[src/rtl/fifo_drain_ctrl.sv]
// rtl/fifo_drain_ctrl.sv - drains an upstream FIFO into a 2-entry ready/valid output buffer
// Reads are issued only when the buffer plus the in-flight word leave room, so the buffer never overflows.
module fifo_drain_ctrl #(
  parameter int FIFO_WIDTH = 16,
  parameter int CNT_WIDTH  = 16
) (
  input  logic                  clk,
  input  logic                  rst,
  input  logic                  enable,
  input  logic                  fifo_empty,
  input  logic [FIFO_WIDTH-1:0] fifo_data_out,
  output logic                  fifo_rd_en,
  output logic                  m_valid,
  input  logic                  m_ready,
  output logic [FIFO_WIDTH-1:0] m_data,
  output logic [CNT_WIDTH-1:0]  rd_count,
  output logic                  busy
);

  typedef enum logic [1:0] {IDLE, RUN, DRAIN} state_t;

  state_t                state;
  state_t                state_nxt;
  logic [1:0]            occ;
  logic                  inflight;
  logic                  wr_ptr;
  logic                  rd_ptr;
  logic [FIFO_WIDTH-1:0] buf_mem [2];
  logic                  pop;
  logic [1:0]            committed;

  // Outputs are forced quiet while rst is high so no read or pop can slip through a reset cycle.
  always_comb begin
    m_valid    = !rst && (occ != 2'd0);
    pop        = m_valid && m_ready;
    committed  = occ + {1'b0, inflight} - {1'b0, pop};
    fifo_rd_en = !rst && (state == RUN) && enable && !fifo_empty && (committed < 2'd2);
    busy       = !rst && (state != IDLE);
    m_data     = buf_mem[rd_ptr];
  end

  // A returning enable takes priority over finishing a drain.
  always_comb begin
    state_nxt = state;
    case (state)
      IDLE: begin
        if (enable) state_nxt = RUN;
      end
      RUN: begin
        if (!enable) state_nxt = ((occ != 2'd0) || inflight) ? DRAIN : IDLE;
      end
      DRAIN: begin
        if (enable)                            state_nxt = RUN;
        else if ((occ == 2'd0) && !inflight)   state_nxt = IDLE;
      end
      default: state_nxt = IDLE;
    endcase
  end

  always_ff @(posedge clk) begin
    if (rst) begin
      state      <= IDLE;
      occ        <= 2'd0;
      inflight   <= 1'b0;
      wr_ptr     <= 1'b0;
      rd_ptr     <= 1'b0;
      rd_count   <= '0;
      buf_mem[0] <= '0;
      buf_mem[1] <= '0;
    end else begin
      state    <= state_nxt;
      inflight <= fifo_rd_en;
      if (inflight) begin
        buf_mem[wr_ptr] <= fifo_data_out;
        wr_ptr          <= ~wr_ptr;
      end
      if (pop) begin
        rd_ptr   <= ~rd_ptr;
        rd_count <= rd_count + {{(CNT_WIDTH-1){1'b0}}, 1'b1};
      end
      occ <= occ + {1'b0, inflight} - {1'b0, pop};
    end
  end

endmodule

[config.mk]
export PLATFORM = sky130hd
export DESIGN_NAME = fifo_drain_ctrl
export DESIGN_NICKNAME = d
export VERILOG_FILES = /design/src/rtl/fifo_drain_ctrl.sv
export SDC_FILE = /design/constraint.sdc
export NUM_CORES = 1
export LEC_CHECK = 0
export CORE_MARGIN = 2
export CORE_UTILIZATION = 53
export CTS_CLUSTER_SIZE = 40
export DETAILED_ROUTE_END_ITERATION = 8
export PLACE_DENSITY = 0.84
export SLEW_MARGIN = 5
export SYNTH_ARGS = -nofsm -noshare
export SYNTH_HDL_FRONTEND = slang
export SYNTH_SLANG_ARGS = --single-unit
[constraint.sdc]
create_clock -name clk -period 4.45 [get_ports clk]
set_input_delay 1.1125 -clock clk [delete_from_list [all_inputs] [get_ports clk]]
set_output_delay 1.1125 -clock clk [all_outputs]
set_load 0.02 [all_outputs]
==> metrics.md <==
| Metric | Value |
|---|---|
| Fill count | 317 |
| Power share of the sequential group | between 60% and 70% |
| Fraction of power spent switching nets | between 20% and 30% |
| Effective utilization at floorplan | 55.5% |
| Remaining global-route overflow | 0 |
| Combinational family with the most area after synthesis | simple AND/OR/NAND/NOR gates |
| Post-CTS setup-driven buffer insertion count | 0 |
| Drt drc | 0 |
| Final critical delay including setup and external delays | 4.20 ns |
| Synth area leader | edfxtp_1 |
| Number of hold-slack violations in the final timing report | 0 |
| Switching power | a little under 0.2 mW |
| Number of warnings reported in the yosys synthesis log | 0 |
| Comb pwr share | 9.2% |
| Wire length of the first global-routing pass | about 7800 µm |
| DIE WIDTH | 72.0 µm |
| CTS Hold Buffers Added | 0 |
| Area share of and/or/nand/nor cells after synthesis | 21.0% |
| Final core occ | between 70% and 80% |
| Register clock-pin slew on the reported worst setup and hold paths | 0.09 ns |
| Post-Syn Area | about 2400 µm² |
| Post-Synth Adder-Cell Area | ~1.5% |
| Post-route setup TNS | 0 ns |
| Maximum achievable frequency | around 0.24 GHz |
| Crit path kind | in -> out |
| Endpoint kind of the worst setup timing path | primary output |
| Routed WL per cell | roughly 14 µm |
| Synth Area in Compound Gates | 3.88% |
| Total of buffers placed on input and output ports | 55 |
| Pre-CTS setup slack | -0.175 ns |
| Post-layout nets | slightly below 300 |
| Number of setup violations in the final report | 0 |
| Setup repair after global routing missed its margin | no |
| Biggest area contributors in the synthesized netlist | edfxtp_1 39%, dfxtp_1 20%, and2_1 8.2%, mux2_2 7.4%, xor2_1 3.2% |
| All-layer global routing usage | 19.6% |
| Routability congestion estimate | 0.664 |
| Via count of the first global-routing pass | 1728 |
| Worst path arrival time | ~3.1 ns |
| Post-synth top flop | edfxtp_1 |
| Hold Slack | ~0.5 ns |
| Max clock buf depth | 2 |
| Outcome | complete, no violations |
| Proportion of synthesized area in mux cells | approximately 7.4% |
| Int Power | about 0.71 mW |
| Synthesis-to-layout area growth | 28.5% |
| Fraction of the yosys area taken by sequential cells | 58.9% |
| Count of maximum capacitance violations | 0 |
| Number of enable-type register cells in the synthesized netlist | 32 |
| First-pass detailed-route iteration total | 4 |
| Remaining antenna violation count | 0 |
| Sinks on the clock net | 56 |
| Total via count after detailed routing | 1681 |
| Data required, critical path | between 3 and 4 ns |
| Area of the core | roughly 4400 µm² |
| XOR/XNOR share of the synthesized area | ~4.6% |
| Top-level port count | 56 |
| Number of buffers inserted during clock tree synthesis | 5 |
| Post-Route Skew | between 0.01 and 0.015 ns |
| Power density over cell area | 289 nW/µm² |
| Instance count of the mapped netlist | 204 |
| Antenna violations before repair | 0 |
| Share of flip-flops with an asynchronous set or reset | 0% |
| Static leakage | 1.17 nW |
| Number of core rows | 24 |
| Clock network power share | 28.7% |
| Average instance area after synthesis | 12.0 µm² |
| Height of the die | 72.0 µm |
| Final Max Tran Viols | 0 |
| Critical path startpoint category | primary input |
| Worst-margin pin slew | about 0.73 ns |
| Post-route setup slack | between 0.2 and 0.3 ns |
| Top cells by instance count after synthesis | 32 x and2_1, 32 x edfxtp_1, 24 x dfxtp_1 |
| Violation count after the first detailed-routing iteration | 54 |
| Register bit total from synthesis | 56 |
| Pin count of the biggest net entering global routing | 29 |
| Detailed-placement wirelength estimate | 3280 µm |
| Cell at the root of the clock tree | clkbuf_8 |
| Vias per cell | roughly 5.3 |
| Clock latency on the worst-skew pair | 0.31 ns |
| VDD IR-drop max | 0.187 mV |
| Area enclosed by the die boundary | 5180 µm² |
| Routed WL | around 4600 µm |
| Distinct cells, synth | 35 |
| Multi-input combinational cell area | 940 µm² |
| Normalized max-slew margin | 51.4% |
| Final period utilization | 94.3% |
| Tightest Hold Check Type | reg -> reg |
| TritonCTS clock tree | yes |
| Area taken by flip-flops and latches | 1440 µm² |
| Biggest fanout along the worst timing path | 2 |
| Share of layout cells above drive strength 1 | 14.7% |
| Number of antenna repair diodes | 0 |
| Total design power | 0.909 mW |
| Maximum level of the CTS H-tree | 2 |
| Area share of the largest cell type after synthesis | between 30% and 40% |
| Post-synth net total | around 230 |
-- stage by stage --
stage               cells  instance area, µm²
finish                318                3150
global route          318                3150
CTS                   318                3150
detailed placement    310                3070
global placement      310                3070
floorplan             204                2450
-- metal layers --
layer / part of all wire (%) / track usage, %
met4: 1.5 / 6.92
met1: 44 / 22.8
met2: 50 / 35.0
met3: 4.7 / 5.14
met5: 0 / 0
-- cells by family (layout without fill, tap and decap cells) --
| group | after synthesis | in the layout |
|---|---|---|
| AND/OR/NAND/NOR | 86 | 86 |
| flip-flops | 56 | 56 |
| AO/OA/AOI/OAI | 17 | 17 |
| multiplexers | 16 | 16 |
| XOR/XNOR | 13 | 13 |
| buffers and inverters | 13 | 75 |
| adder cells (fa/ha/maj) | 3 | 3 |
-- what timing repair did --
| action | 4_1_cts | 5_1_grt |
|---|---|---|
| endpoints found under the setup margin | 1 | 1 |
| cloned | 0 | 0 |
| pin swaps | 0 | 0 |
| resized for setup | 1 | 3 |
-- critical path, stage by stage --
cell and delay [ns]:
clkdlybuf4s50_1 0.46, o21ba_2 0.16, nand2_1 0.09, inv_1 0.05, ha_1 0.26, inv_1 0.04
ha_1 0.17, xnor2_1 0.13, xnor2_1 0.14, nor4_1 0.25, clkbuf_2 0.21
-- power by group through the flow --
| stage | combinational (mW) | sequential, mW | clock (mW) |
|---|---|---|---|
| global placement | 0.0832 | 0.576 | 0 |
| CTS | 0.0848 | 0.566 | 0.265 |
| global route | 0.0903 | 0.567 | 0.283 |
| floorplan | 0.0408 | 0.574 | 0 |
| finish | 0.0834 | 0.565 | 0.261 |
| detailed placement | 0.0846 | 0.577 | 0 |
-- final cells by class --
type                    count  share of cell area (%)
clock buffers               5                    2.19
clock inverters             3                   0.438
inverters                   5                   0.597
multi-input cells         135                    29.9
flip-flops and latches     56                    45.8
well taps                  52                    2.07
repair buffers             62                    19.0
-- sequential cells by signal, indices dropped and copies added (netlist names), named ones only --
signal and count:
buf_mem 32, rd_count 16, rd_ptr 1, wr_ptr 1
inflight 1, occ 2, state 2
-- placed cells by master (no fill, tap or decap), types with 2 or more instances in the layout --
| cell | instances |
|---|---|
| clkdlybuf4s50_1 | 54 |
| and2_1 | 32 |
| edfxtp_1 | 32 |
| dfxtp_1 | 24 |
| mux2_2 | 16 |
| nor2_1 | 13 |
| xor2_1 | 9 |
| a21oi_1 | 8 |
| nand3_1 | 7 |
| buf_4 | 7 |
| o21ai_0 | 6 |
| inv_1 | 5 |
| nand4_1 | 5 |
| clkbuf_8 | 5 |
| nand2_1 | 4 |
| xnor2_1 | 4 |
| nor4_1 | 3 |
| nor3_1 | 3 |
| or3_1 | 3 |
| or3_2 | 3 |
| ha_1 | 3 |
| nand2b_1 | 2 |
| and3_1 | 2 |
| nor2b_1 | 2 |
| clkinv_2 | 2 |
-- path summary, 6_finish.rpt --
path / start / to / slack (ns) / depth (start not counted)
max: rst / fifo_rd_en / 0.25 / 11
min: rd_count[15] / rd_count[15] / 0.49 / 2
max reg2reg: occ[1] / inflight / 2.51 / 10
min reg2reg: rd_count[15] / rd_count[15] / 0.49 / 2
Power figures use the tool's default switching activity.
